`src/rtl/color_scan_ctrl.sv`:
```
// Colour sensor scan sequencer: cycles the filter through red/green/blue/clear and counts sensor edges per filter.
// Define COLOR_SCAN_CONT_EN to rescan continuously after each frame instead of returning to IDLE.
module color_scan_ctrl #(
  parameter int unsigned SETTLE_CYCLES = 1000,
  parameter int unsigned WINDOW_CYCLES = 50000,
  parameter int unsigned CNT_W         = 16
) (
  input  logic             clk,
  input  logic             rst_n,
  input  logic             start,
  input  logic             abort,
  input  logic             sensor_out,
  output logic [1:0]       cs,
  output logic [CNT_W-1:0] red_raw,
  output logic [CNT_W-1:0] green_raw,
  output logic [CNT_W-1:0] blue_raw,
  output logic [CNT_W-1:0] clear_raw,
  output logic             frame_valid,
  output logic             busy
);

  localparam int unsigned MAX_CYC = (SETTLE_CYCLES > WINDOW_CYCLES) ? SETTLE_CYCLES : WINDOW_CYCLES;
  localparam int unsigned TMR_W   = $clog2(MAX_CYC + 1);
  localparam logic [TMR_W-1:0] SETTLE_LAST = TMR_W'(SETTLE_CYCLES - 1);
  localparam logic [TMR_W-1:0] WINDOW_LAST = TMR_W'(WINDOW_CYCLES - 1);
  localparam logic [CNT_W-1:0] CNT_MAX     = {CNT_W{1'b1}};

  localparam logic [1:0] CS_RED   = 2'b00;
  localparam logic [1:0] CS_GREEN = 2'b01;
  localparam logic [1:0] CS_BLUE  = 2'b11;
  localparam logic [1:0] CS_CLEAR = 2'b10;

  typedef enum logic [2:0] {
    ST_IDLE   = 3'd0,
    ST_SETTLE = 3'd1,
    ST_COUNT  = 3'd2,
    ST_STORE  = 3'd3,
    ST_DONE   = 3'd4
  } state_e;

  state_e           state_q, state_d;
  logic [TMR_W-1:0] timer_q, timer_d;
  logic [CNT_W-1:0] cnt_q, cnt_d;
  logic [1:0]       cs_q, cs_d;
  logic [2:0]       sync_q, sync_d;
  logic [CNT_W-1:0] sh_red_q, sh_red_d;
  logic [CNT_W-1:0] sh_green_q, sh_green_d;
  logic [CNT_W-1:0] sh_blue_q, sh_blue_d;
  logic [CNT_W-1:0] red_raw_q, red_raw_d;
  logic [CNT_W-1:0] green_raw_q, green_raw_d;
  logic [CNT_W-1:0] blue_raw_q, blue_raw_d;
  logic [CNT_W-1:0] clear_raw_q, clear_raw_d;
  logic             frame_valid_q, frame_valid_d;
  logic             busy_q, busy_d;
  logic             edge_det;

  // sync_q[0], sync_q[1] form the synchronizer; sync_q[2] is the delayed copy for edge detection
  assign sync_d   = {sync_q[1:0], sensor_out};
  assign edge_det = sync_q[1] & ~sync_q[2];

  always_ff @(posedge clk or negedge rst_n) begin
    if (!rst_n) begin
      state_q       <= ST_IDLE;
      timer_q       <= '0;
      cnt_q         <= '0;
      cs_q          <= CS_RED;
      sync_q        <= '0;
      sh_red_q      <= '0;
      sh_green_q    <= '0;
      sh_blue_q     <= '0;
      red_raw_q     <= '0;
      green_raw_q   <= '0;
      blue_raw_q    <= '0;
      clear_raw_q   <= '0;
      frame_valid_q <= 1'b0;
      busy_q        <= 1'b0;
    end else begin
      state_q       <= state_d;
      timer_q       <= timer_d;
      cnt_q         <= cnt_d;
      cs_q          <= cs_d;
      sync_q        <= sync_d;
      sh_red_q      <= sh_red_d;
      sh_green_q    <= sh_green_d;
      sh_blue_q     <= sh_blue_d;
      red_raw_q     <= red_raw_d;
      green_raw_q   <= green_raw_d;
      blue_raw_q    <= blue_raw_d;
      clear_raw_q   <= clear_raw_d;
      frame_valid_q <= frame_valid_d;
      busy_q        <= busy_d;
    end
  end

  always_comb begin
    state_d       = state_q;
    timer_d       = timer_q;
    cnt_d         = cnt_q;
    cs_d          = cs_q;
    sh_red_d      = sh_red_q;
    sh_green_d    = sh_green_q;
    sh_blue_d     = sh_blue_q;
    red_raw_d     = red_raw_q;
    green_raw_d   = green_raw_q;
    blue_raw_d    = blue_raw_q;
    clear_raw_d   = clear_raw_q;
    frame_valid_d = 1'b0;

    case (state_q)
      ST_IDLE: begin
        if (start && !abort) begin
          state_d = ST_SETTLE;
          cs_d    = CS_RED;
          timer_d = '0;
          cnt_d   = '0;
        end
      end
      ST_SETTLE: begin
        cnt_d = '0;
        if (timer_q == SETTLE_LAST) begin
          state_d = ST_COUNT;
          timer_d = '0;
        end else begin
          timer_d = timer_q + TMR_W'(1);
        end
      end
      ST_COUNT: begin
        if (edge_det && (cnt_q != CNT_MAX)) begin
          cnt_d = cnt_q + CNT_W'(1);
        end
        if (timer_q == WINDOW_LAST) begin
          state_d = ST_STORE;
          timer_d = '0;
        end else begin
          timer_d = timer_q + TMR_W'(1);
        end
      end
      ST_STORE: begin
        cnt_d   = '0;
        state_d = ST_SETTLE;
        case (cs_q)
          CS_RED: begin
            sh_red_d = cnt_q;
            cs_d     = CS_GREEN;
          end
          CS_GREEN: begin
            sh_green_d = cnt_q;
            cs_d       = CS_BLUE;
          end
          CS_BLUE: begin
            sh_blue_d = cnt_q;
            cs_d      = CS_CLEAR;
          end
          default: begin
            // Publish on entry to DONE so the new counts and frame_valid appear in the same cycle;
            // the clear count goes straight from the edge counter.
            cs_d          = CS_RED;
            state_d       = ST_DONE;
            red_raw_d     = sh_red_q;
            green_raw_d   = sh_green_q;
            blue_raw_d    = sh_blue_q;
            clear_raw_d   = cnt_q;
            frame_valid_d = 1'b1;
          end
        endcase
      end
      ST_DONE: begin
`ifdef COLOR_SCAN_CONT_EN
        state_d = ST_SETTLE;
        cs_d    = CS_RED;
        timer_d = '0;
        cnt_d   = '0;
`else
        state_d = ST_IDLE;
`endif
      end
      default: begin
        state_d = ST_IDLE;
      end
    endcase

    // Abort overrides every transition; published outputs keep the previous frame
    if (abort && (state_q != ST_IDLE)) begin
      state_d       = ST_IDLE;
      cs_d          = CS_RED;
      timer_d       = '0;
      cnt_d         = '0;
      sh_red_d      = '0;
      sh_green_d    = '0;
      sh_blue_d     = '0;
      red_raw_d     = red_raw_q;
      green_raw_d   = green_raw_q;
      blue_raw_d    = blue_raw_q;
      clear_raw_d   = clear_raw_q;
      frame_valid_d = 1'b0;
    end

    busy_d = (state_d != ST_IDLE);
  end

  assign cs          = cs_q;
  assign red_raw     = red_raw_q;
  assign green_raw   = green_raw_q;
  assign blue_raw    = blue_raw_q;
  assign clear_raw   = clear_raw_q;
  assign frame_valid = frame_valid_q;
  assign busy        = busy_q;

endmodule

```
`config.mk`:
```
export PLATFORM = sky130hd
export DESIGN_NAME = color_scan_ctrl
export DESIGN_NICKNAME = d
export VERILOG_FILES = /design/src/rtl/color_scan_ctrl.sv
export SDC_FILE = /design/constraint.sdc
export NUM_CORES = 1
export LEC_CHECK = 0
export BUFFER_PORTS_ARGS = -buffer_cell sky130_fd_sc_hd__buf_4
export CORE_AREA = 2 2 167 169
export CTS_BUF_LIST = sky130_fd_sc_hd__clkbuf_16
export CTS_CLUSTER_SIZE = 14
export DETAILED_ROUTE_END_ITERATION = 10
export DIE_AREA = 0 0 169 171
export PLACE_DENSITY = 0.39
export SLEW_MARGIN = 5
export SYNTH_ARGS = -nofsm -noshare
export SYNTH_HDL_FRONTEND = slang
export SYNTH_SLANG_ARGS = --single-unit
```
`constraint.sdc`:
```
create_clock -name clk -period 6.3 [get_ports clk]
set_input_delay 0.315 -clock clk [delete_from_list [all_inputs] [get_ports clk]]
set_output_delay 0.315 -clock clk [all_outputs]
set_load 0.05 [all_outputs]
```
---- Word level (Yosys, flattened, before mapping) ----
Cells that the tools add are included.
W data, S select, Z words.
storage, ports and cells
  register bits ........................... 154
  input port bits ......................... 5
  output and inout port bits .............. 68
  logic and storage cells ................. 84
cells by class
  bitwise operators ....................... 4
  $add $sub $neg .......................... 2
  reductions and logical operators ........ 24
  multiplexer cells ....................... 30
  equal/unequal tests ..................... 10
operators by type and width
  cell                     number
  $mux W16                 15
  $pmux W16 S3             2
  $add A16 B1 Y16 const B  2
  $eq A16 B10 Y1 const B   1
  $eq A16 B16 Y1 const B   1
  $ne A16 B16 Y1 const B   1
  $mux W3                  5
  $pmux W3 S4              1
  $reduce_and A2 Y1        5
  $reduce_bool A3 Y1       3
  $reduce_bool A2 Y1       4
  $reduce_bool A4 Y1       2
  $eq A3 B2 Y1 const B     2
  $ne A3 B3 Y1 const B     2
  $pmux W2 S3              1
  $reduce_and A3 Y1        2
  $mux W2                  2
  $pmux W2 S2              1
  $eq A3 B1 Y1 const B     1
  $logic_and A1 B1 Y1      3
  $logic_not A3 Y1         1
  $mux W1                  3
  $not A1 Y1               3
  $reduce_or A3 Y1         1
  other kinds (6)          6

---- Depth between registers and ports, before layout ----
Gate-level depths: netlist of the first run.
  depth in word-level cells ............... 6
  mapped depth ............................ 9
  mapped depth without buffers ............ 6

---- Worst setup path before layout of the first run ----
OpenSTA, ideal clock, no wires.
  kind .................................... reg2reg
  start ................................... register timer_q[11]
  end ..................................... register timer_q[14]
  setup time .............................. 0.131 ns
  path buffers ............................ 1
  arrival time ............................ 2.051 ns
  clock period less this slack ............ 2.182 ns
  stages on the path, launching flop included .. 7
  path slack .............................. 4.118 ns
  required time ........................... 6.169 ns
  cells stage by stage .................... dfrtp_1 -> or4_4 -> or4_4 -> a22o_1 -> buf_6 -> a41oi_1 -> a31oi_1
on the way
  longest elaborated chain between the ends .. 4
  elaborated cells between the ends (all ways) .. 7
  classes of those cells .................. 1 x add/sub; 2 x eq/ne; 4 x mux
ends and longest elaborated chain
  element                                        line      RTL
  start: declaration                             42        logic [TMR_W-1:0] timer_q, timer_d;
  start signal: assignment                       79        timer_q <= timer_d;
  $add A16 B1 Y16, or another cell as far along  124, 135
  $mux W16, on equally long branches             131, 120
  $pmux W16 S3 *                                 109       case (state_q)
  $mux W16 *                                     183       if (abort && (state_q != ST_IDLE)) begin
Mark *: on every way between the ends. The rest lies on a longest branch, timed or not.
A chain may end at the register's enable or synchronous reset.

---- Worst setup path in the final report of the first run ----
  start ................................... register timer_q[10]
  end ..................................... register timer_q[3]
on the way
  longest elaborated chain between the ends .. 4
  elaborated cells between the ends (all ways) .. 6
  classes of those cells .................. 2 x eq/ne; 4 x mux
ends and longest elaborated chain
  element                                                  line
  $eq A16 B16 Y1 / $eq A16 B10 Y1 (equally long branches)  131, 120
  $mux W16, on equally long branches                       131, 120
  $pmux W16 S3 *                                           109
  $mux W16 *                                               183
Marks and branches as above.

==> out/qor.csv, run 1 <==
metric;value;unit
grt_overflow;0;
synthDominantAreaCellType;dfrtp_1;
cellPowerDensity;278.8;nW/um^2
cp-endpoint;timer_q[3];
cts_max_path_buffers;2;
async_flop_share;1.000;
ff2ff_path_depth;5;
cts_sinks;154;
maxCapViolCount;0;
rsz0062_at_grt;false;
drc;0;
final.setup.tns;0;ns
die_area;28900;um^2
placed_cell_area;7517;um^2
io_buffer_count;72;
syn_to_final_growth;21.27;%
finalWirelength;18.56;mm
cp_data_required_time;6.61;ns
startpoint_type;flip-flop;
viasPerCell;4.516;
period_minus_slack;2.740;ns
slew_viol_final;0;
die_w;169;um
die_y;171;um
avgSynthCellArea;9.209;um^2
track_usage;0.1339;
synth_nets;732;
timing.final.crit_share;0.4349;
rows;61;
status;finished with violations;
synth_area;6676;um^2
end_kind;flip-flop;
insertion_delay;0.43;ns
synth_seq_area_share;0.5772;
antenna_left;0;
ys_warn_count;0;
rr_endpoint;timer_q[3];
nNetsFinal;785;
grt_pass1_vias;5270;
dr.pass1.iters;4;
clock_skew;0.01263;ns
synth_edf_count;0;
hold_class;input pin to async pin;
core-area;27320;um^2
synth_cell_type_count;53;
cp_data_arrival_time;3.05;ns
crit_type;flip-flop to flip-flop;
synth-main-ff-cell;dfrtp_1;
synth_cells;725;
r2r-start;timer_q[10];
ys_ff_latch;154;
cts_tree;built;
crit_fanout;20;
cts-buffers-inserted;17;
setup_viol_count_final;0;
slew_headroom;0.2387;
final_area;8097;um^2
vias;5135;
synth_top_area_frac;0.5772;
diodes;0;
layout_setup_ws;3.560;ns
post-cts-setup-buffers;0;
r2r_setup_slack;3.56;ns
start_util;0.2443;
dp_slack;3.532;ns
setup.worst_path.start;timer_q[10];
hold_ws;-0.03162;ns
post_cts_resized;0;
hold_viol_final;8;
root_buffer;clkbuf_16;
wl_per_cell;16.32;um
drt_iter0_markers;258;
vdd_ir_drop_max;0.0001438;V
htreeDepth;4;
antenna_found_initial;0;
gp_congestion;0.7113;
violations;hold timing;
yosys-top-cells-area;dfrtp_1 58%, nand2_1 15%, a21oi_1 3.4%;
leakagePower;0.004069;uW
ios;73;
clkTransAtPathRegs;0.07;ns
hpwl;11.67;mm
grt_start_max_net_pins;95;
grt_first_pass_wirelength;29.97;mm
drive_gt1_frac;0.1492;
fmax;0.3650;GHz
tightest_slew;1.139;ns
-- cell usage in the layout, fill, tap and decap left out, types with 5 or more instances in the layout --
cell / synthesis / layout
nor2_1: 28 / 28
nand2_1: 258 / 258
nor2b_1: 6 / 5
nand3_1: 30 / 30
and3_1: 6 / 6
inv_1: 11 / 12
o211ai_1: 8 / 8
o21ai_0: 7 / 7
or3_1: 12 / 12
nor3_1: 6 / 6
a21oi_1: 45 / 45
clkbuf_16: 0 / 17
buf_4: 3 / 77
o21ai_1: 17 / 17
dfrtp_1: 154 / 154
mux2i_1: 18 / 18
a21o_1: 5 / 5
nand4_1: 9 / 9
-- layer usage --
metal	track usage	share of wire
met5	0	0
met2	0.2208	0.48
met4	0.03196	0.0072
met3	0.02868	0.030
met1	0.1802	0.48
-- cells by family (layout without fill, tap and decap cells) --
logic type	count (synthesis)	in the layout	synth area share
simple gates	389	389	0.2582
flops	154	154	0.5772
compound gates	103	103	0.09577
buf+inv	57	123	0.03542
mux	18	18	0.02699
fa+ha+maj	2	2	0.003748
xor+xnor	2	2	0.002624
-- per-stage QoR --
step | util | std cells | hold slack (ns) | power (uW)
after global placement | 0.2751 | 1104 | 0.3325 | 1269
after global routing | 0.2963 | 1137 | 0.03408 | 2364
after CTS | 0.2963 | 1137 | 0.01217 | 2299
after detailed placement | 0.2751 | 1104 | 0.3355 | 1269
after floorplan | - | 725 | 0.01941 | 1192
final | 0.2963 | 1137 | -0.03162 | 2258
-- synthesized netlist by cell type (2+ instances only) --
library cell / number
or4_1: 4
nand2b_1: 3
nor2b_1: 6
buf_2: 3
a22o_1: 4
a21o_1: 5
dfrtp_1: 154
o21ai_1: 17
clkbuf_1: 35
nand3b_1: 3
mux2i_1: 18
o31ai_1: 4
and3_1: 6
or2_1: 2
nor3_1: 6
nand2_1: 258
nand4b_1: 2
nor4_1: 4
o211ai_1: 8
o21ai_0: 7
or2_2: 2
buf_4: 3
nor3b_1: 3
ha_1: 2
nor4b_1: 2
nand3_1: 30
and2_1: 2
nor2_1: 28
or4b_1: 2
nand4_1: 9
o21a_1: 3
or3_1: 12
inv_1: 11
or4_4: 2
buf_1: 3
a21oi_1: 45
-- power by group --
group	leakage [uW]	total, uW	switching (uW)	internal, uW
clock network	0.000279	1010	458	554
logic	0.00165	224	161	62.9
registers	0.00214	1020	18.7	1000
total	0.00407	2260	638	1620
-- area by class of cell --
class | count | area, um^2
repair buffers | 79 | 599.3
well taps | 346 | 432.9
flip-flops and latches | 154 | 3854
fillers | 2928 | 19230
clock inverters | 15 | 143.9
clock buffers | 17 | 425.4
multi-input cells | 514 | 2596
inverters | 12 | 45.04
-- worst min path at each step --
stage / cells past startpoint / endpoint / from
2_1_floorplan: 0 / blue_raw[0] / rst_n
3_3_place_gp: 0 / sync_q[1] / sync_q[0]
3_5_place_dp: 0 / sync_q[1] / sync_q[0]
4_1_cts: 1 / blue_raw[7] / rst_n
5_1_grt: 1 / blue_raw[7] / rst_n
6_report: 1 / blue_raw[7] / rst_n
-- flip-flops by register name (all words and copies together) (netlist names), 2 cells and up --
register and flops:
sh_blue_q 16, green_raw 16, sh_red_q 16, state_q 3
cs 2, blue_raw 16, sh_green_q 16, clear_raw 16
cnt_q 16, red_raw 16, timer_q 16, sync_q 3
-- what timing repair did --
item / 4_1_cts / 5_1_grt
endpoints found under the setup margin: 0 / 0
endpoints found under the hold margin: 1 / 0
hold buffers: 1 / 0
-- worst max-delay path, stage by stage, from the launching register on --
cell     delay [ns]
dfrtp_1        0.42
or4_4          0.54
or4_4          0.57
a22oi_2        0.72
o21ai_1        0.16
a21o_1         0.21
Note: power is estimated with default switching activity, not from simulation.
==> run 2, diff against run 1 <==
- clock period: 6.3 -> 2.75 ns (I/O delays scaled with it)
==> out/qor.csv, run 2 (same netlist as run 1, synthesis figures left out) <==
metric;value;unit;change
setup_viol_count_final;0;;unchanged
dp_slack;0.3570;ns;-3.175 ns
timing.final.crit_share;0.8697;;+0.4349
cp_common_cell;or4_4;;
diodes;0;;unchanged
grt_pass1_vias;5225;;-0.85%
clock_skew;0.01102;ns;-0.001604 ns
clkTransAtPathRegs;0.07;ns;about the same
layout_setup_ws;0.3582;ns;-3.202 ns
finalWirelength;18.77;mm;+1.1%
cts_max_path_buffers;2;;unchanged
status;finished, final reports clean;;
nFillCells;2927;;-0.034%
track_usage;0.1368;;+0.002882
end_kind;flip-flop;;
cts_tree;built;;
final.setup.tns;0;ns;unchanged
drc;0;;unchanged
io_buffer_count;72;;unchanged
grt_start_max_net_pins;54;;-43%
final_common_cell;nand2_1;;
htreeDepth;4;;unchanged
fin_cells;1158;;+1.8%
insertion_delay;0.43;ns;about the same
gp_congestion;0.7441;;+4.6%
post-cts-setup-buffers;0;;unchanged
antenna_left;0;;unchanged
rows;61;;unchanged
fmax;0.4181;GHz;+15%
syn_to_final_growth;25.09;%;
slew_viol_final;0;;unchanged
maxCapViolCount;0;;unchanged
final_area;8352;um^2;+3.2%
root_buffer;clkbuf_16;;
post_cts_resized;0;;unchanged
r2r_setup_slack;0.36;ns;-3.20 ns
die_w;169;um;unchanged
placed_cell_area;7705;um^2;+2.5%
rsz0062_at_grt;false;;
dp.cells;1124;;+1.8%
cp_data_required_time;3.04;ns;-3.57 ns
drive_gt1_frac;0.1724;;+0.02324
leakagePower;0.004211;uW;+3.5%
core-area;27320;um^2;unchanged
grt_first_pass_wirelength;30.31;mm;+1.1%
die_area;28900;um^2;unchanged
viasPerCell;4.497;;-0.42%
ios;73;;unchanged
hold_class;input pin to flip-flop;;
startpoint_type;flip-flop;;
start_util;0.2443;;unchanged
cts_sinks;154;;unchanged
crit_fanout;10;;-50%
grt_overflow;0;;unchanged
worst_path_max_delay_cell;or4_4;;
crit_type;flip-flop to flip-flop;;
cts-buffers-inserted;17;;unchanged
cp_data_arrival_time;2.68;ns;-0.37 ns
vias;5208;;+1.4%
hpwl;12.17;mm;+4.3%
path_cells;or4_4 > or4_4 > a22o_1 > a41oi_1 > a31oi_1;;
drt_iter0_markers;278;;+7.8%
vdd_ir_drop_max;0.0003438;V;+140%
hold_viol_final;0;;-8
cellPowerDensity;646.0;nW/um^2;+130%
tightest_slew;0.7750;ns;-0.3638 ns
cpPeakStageDelay;0.57;ns;-0.15 ns
die_y;171;um;unchanged
period_minus_slack;2.392;ns;-0.3479 ns
final_cell_mix;258 x nand2_1, 154 x dfrtp_1, 94 x buf_4;;
slew_headroom;0.4760;;+0.2374
wl_per_cell;16.21;um;-0.69%
dr.pass1.iters;4;;unchanged
antenna_found_initial;0;;unchanged
nNetsFinal;806;;+2.7%
[run 2: cell count changes in the layout (fill, tap and decap cells not counted)]
cell           before  now
buf_4              77   94
buf_12              0    3
bufinv_16           1    3
clkinv_4            3    1
inv_6               3    5
clkinv_1            1    0
clkinv_8            0    1
dlygate4sd3_1       1    2
inv_1              12   11
inv_8               3    2
[run 2: stage by stage]
step | utilization | total power [uW] | hold slack (ns)
2_1_floorplan | - | 2730 | -0.1581
3_3_place_gp | 0.2820 | 2925 | 0.1321
3_5_place_dp | 0.2820 | 2922 | 0.1363
4_1_cts | 0.3057 | 5491 | 0.1150
5_1_grt | 0.3057 | 5648 | 0.1405
6_report | 0.3057 | 5395 | 0.1183
[run 2: final timing paths]
| check | from | endpoint | cells past startpoint |
|---|---|---|---|
| worst min register to register | sync_q[0] | sync_q[1] | 0 |
| worst max-delay path | timer_q[10] | timer_q[14] | 5 |
| min in group asynchronous | rst_n | blue_raw[4] | 2 |
| worst max register to register | timer_q[10] | timer_q[14] | 5 |
| worst min-delay path | abort | cs[0] | 4 |
| max in group asynchronous | rst_n | sh_red_q[9] | 3 |
[run 2: what timing repair did]
action,in CTS,in global routing
endpoints found under the setup margin,0,0
hold buffers,2,0
hold endpoints to repair,49,0
[run 2: layer usage]
| layer | GRT usage | wire [um] | up-vias |
|---|---|---|---|
| li1 | - | - | 2579 |
| met1 | 0.1824 | 8880 | 2532 |
| met2 | 0.2258 | 9090 | 89 |
| met3 | 0.02938 | 649 | 8 |
| met4 | 0.03679 | 153 | 0 |
| met5 | 0 | 0 | - |
[run 2: critical path: cells and delay by family, from the launching register on]
kind,cells,cell delay (ns)
flip-flops,1,0.43
AO/OA/AOI/OAI,3,0.72
AND/OR/NAND/NOR,2,1.12
[run 2: area by class of cell]
class / instances / area (um^2) / share of cell area
Inverter: 12 / 45.04 / 0.005393
Sequential cell: 154 / 3854 / 0.4614
Tap cell: 346 / 432.9 / 0.05184
Clock buffer: 17 / 425.4 / 0.05094
Timing Repair Buffer: 100 / 797.0 / 0.09543
Multi-Input combinational cell: 514 / 2596 / 0.3109
Clock inverter: 15 / 201.4 / 0.02412
[run 2: where the power goes]
group          internal (uW)  switching [uW]  total (uW)  leakage (uW)
logic                    162             379         541       0.00177
clock network           1460            1060        2530      0.000302
registers               2300            30.8        2330       0.00214
total                   3920            1470        5400       0.00421
==> run 3, diff against run 2 <==
- ABC_AREA: default -> 1
- CORE_AREA: 2 2 167 169 -> 2 2 171 173
- DIE_AREA: 0 0 169 171 -> 0 0 173 175
==> out/qor.csv, run 3 <==
metric;value;unit;change
maxCapViolCount;0;;unchanged
cts-buffers-inserted;17;;unchanged
synth_cells;850;;+17%
status;finished, final reports clean;;
synth_area;7010;um^2;+5.0%
htreeDepth;4;;unchanged
fmax;0.5477;GHz;+31%
synthTopCellsByCount;258 x nand2_1, 154 x dfrtp_1, 117 x o21ai_0;;
antenna_found_initial;0;;unchanged
die_area;30280;um^2;+4.8%
hold_viol_final;0;;unchanged
setup_viol_count_final;0;;unchanged
cts_max_path_buffers;2;;unchanged
ys_ff_latch;154;;unchanged
synth_nets;857;;+17%
ys_warn_count;0;;unchanged
clkTransAtPathRegs;0.07;ns;about the same
path_depth;7;;+2
grt_first_pass_wirelength;31.70;mm;+4.6%
nNetsFinal;934;;+16%
placed_cell_area;8006;um^2;+3.9%
final_common_cell;nand2_1;;
insertion_delay;0.44;ns;about the same
cp_top_family;simple AND/OR/NAND/NOR gates;;
final_area;8628;um^2;+3.3%
cp_data_arrival_time;2.17;ns;-0.51 ns
io_buffer_count;72;;unchanged
path_cells;nor2_4 > nand2_1 > nand2_2 > inv_2 > nor2_1 > nand2_1 > o21ai_0;;
clock_skew;0.02167;ns;+0.01065 ns
grt_start_max_net_pins;115;;+110%
slew_viol_final;0;;unchanged
drive_gt1_frac;0.1670;;-0.005393
wl_per_cell;14.56;um;-10%
ff2ff_path_depth;7;;+2
worst_path_max_delay_cell;dfrtp_1;;
post_cts_resized;0;;unchanged
grt_pass1_vias;5540;;+6.0%
cts_hold_buf;2;;unchanged
vdd_ir_drop_max;0.0003568;V;+3.8%
end_kind;flip-flop;;
start_util;0.2469;;+0.002571
post-cts-setup-buffers;0;;unchanged
cp_data_required_time;3.09;ns;+0.05 ns
period_minus_slack;1.826;ns;-0.5660 ns
ios;73;;unchanged
cts_tree;built;;
final.setup.tns;0;ns;unchanged
synth-main-ff-cell;dfrtp_1;;
root_buffer;clkbuf_16;;
hpwl;13.85;mm;+14%
hold_path_depth;4;;unchanged
final_cell_mix;258 x nand2_1, 154 x dfrtp_1, 117 x o21ai_0;;
hold_class;input pin to flip-flop;;
cpPeakStageDelay;0.45;ns;-0.12 ns
drc;0;;unchanged
die_w;173;um;+2.4%
synth_most_common_cell;nand2_1;;
drt_iter0_markers;311;;+12%
cp_common_cell;nand2_1;;
synthDominantAreaCellType;dfrtp_1;;
synth_top_area_frac;0.5497;;-0.02751
gp_congestion;0.8096;;+8.8%
rsz0062_at_grt;false;;
antenna_left;0;;unchanged
synth_seq_area_share;0.5497;;-0.02751
cts_sinks;154;;unchanged
avgSynthCellArea;8.248;um^2;-10%
async_flop_share;1.000;;unchanged
core-area;28390;um^2;+3.9%
cellPowerDensity;630.8;nW/um^2;-2.3%
slew_headroom;0.5927;;+0.1167
rows;62;;+1.6%
leakagePower;0.004017;uW;-4.6%
dr.pass1.iters;4;;unchanged
crit_fanout;17;;+7
crit_type;flip-flop to flip-flop;;
timing.final.crit_share;0.6639;;-0.2058
nFillCells;3125;;+6.8%
grt_overflow;0;;unchanged
finalWirelength;19.28;mm;+2.7%
worst-path-buf-inv;1;;+1
synth_cell_type_count;31;;-42%
synth_edf_count;0;;unchanged
track_usage;0.1338;;-0.002963
viasPerCell;4.184;;-7.0%
startpoint_type;flip-flop;;
syn_to_final_growth;23.08;%;
die_y;175;um;+2.3%
diodes;0;;unchanged
vias;5540;;+6.4%
tightest_slew;0.6109;ns;-0.1641 ns
yosys-top-cells-area;dfrtp_1 55%, nand2_1 14%, o21ai_0 8.4%;;
==> run 3: power breakdown <==
| part | switching [uW] | internal [uW] |
|---|---|---|
| sequential | 35.7 | 2300 |
| combinational | 553 | 169 |
| clock | 1150 | 1230 |
| total | 1740 | 3700 |
==> run 3: cell type report <==
| type | count | area [um^2] | share of cell area |
|---|---|---|---|
| clock buffers | 17 | 425.4 | 0.04930 |
| clock inverters | 15 | 176.4 | 0.02045 |
| inverters | 107 | 401.6 | 0.04655 |
| multi-input cells | 561 | 2611 | 0.3026 |
| flip-flops and latches | 154 | 3854 | 0.4466 |
| well taps | 384 | 480.5 | 0.05568 |
| repair buffers | 86 | 679.4 | 0.07874 |
==> run 3: final timing paths <==
check	startpoint	end	slack, ns
min reg2reg	sync_q[0]	sync_q[1]	0.35
max in group asynchronous	rst_n	sh_green_q[0]	1.75
min	abort	state_q[2]	0.15
max	state_q[2]	sh_blue_q[5]	0.92
max reg2reg	state_q[2]	sh_blue_q[5]	0.92
min in group asynchronous	rst_n	clear_raw[14]	0.28
==> run 3: cell families (layout without fill, tap and decap cells) <==
family                     Yosys count  in the layout  synth area share
and+or+nand+nor                    409            409            0.2508
xor gates and xnor gates             8              8          0.009995
AOI/OAI and AO/OA                  142            142            0.1069
DFF                                154            154            0.5497
adders and majority gates            2              2          0.003569
buffers and inverters              135            225           0.07907
==> run 3: per-layer routing <==
layer | vias to the layer above | global-route usage | wire length [um] | part of all wire
li1 | 2844 | - | - | -
met1 | 2605 | 0.1903 | 9874 | 0.51
met2 | 78 | 0.2070 | 8658 | 0.45
met3 | 13 | 0.03068 | 602 | 0.031
met4 | 0 | 0.03001 | 146 | 0.0076
met5 | - | 0 | 0 | 0
==> run 3: stage by stage <==
stage          worst slack (ns)  hold WS, ns    util  total power, uW  cells
6_report                 0.9242       0.1521  0.3039             5443   1324
5_1_grt                  0.6404       0.1708  0.3039             5736   1324
4_1_cts                  0.8721       0.1403  0.3039             5537   1324
3_5_place_dp             0.8853       0.1865  0.2820             3114   1290
3_3_place_gp             0.9233       0.1947  0.2820             3118   1290
2_1_floorplan             1.111      -0.1581       -             2901    850
==> run 3: worst min-delay path, stage by stage <==
cell and delay [ns]:
buf_4 0.11, inv_2 0.07, nand4_4 0.17, inv_1 0.05
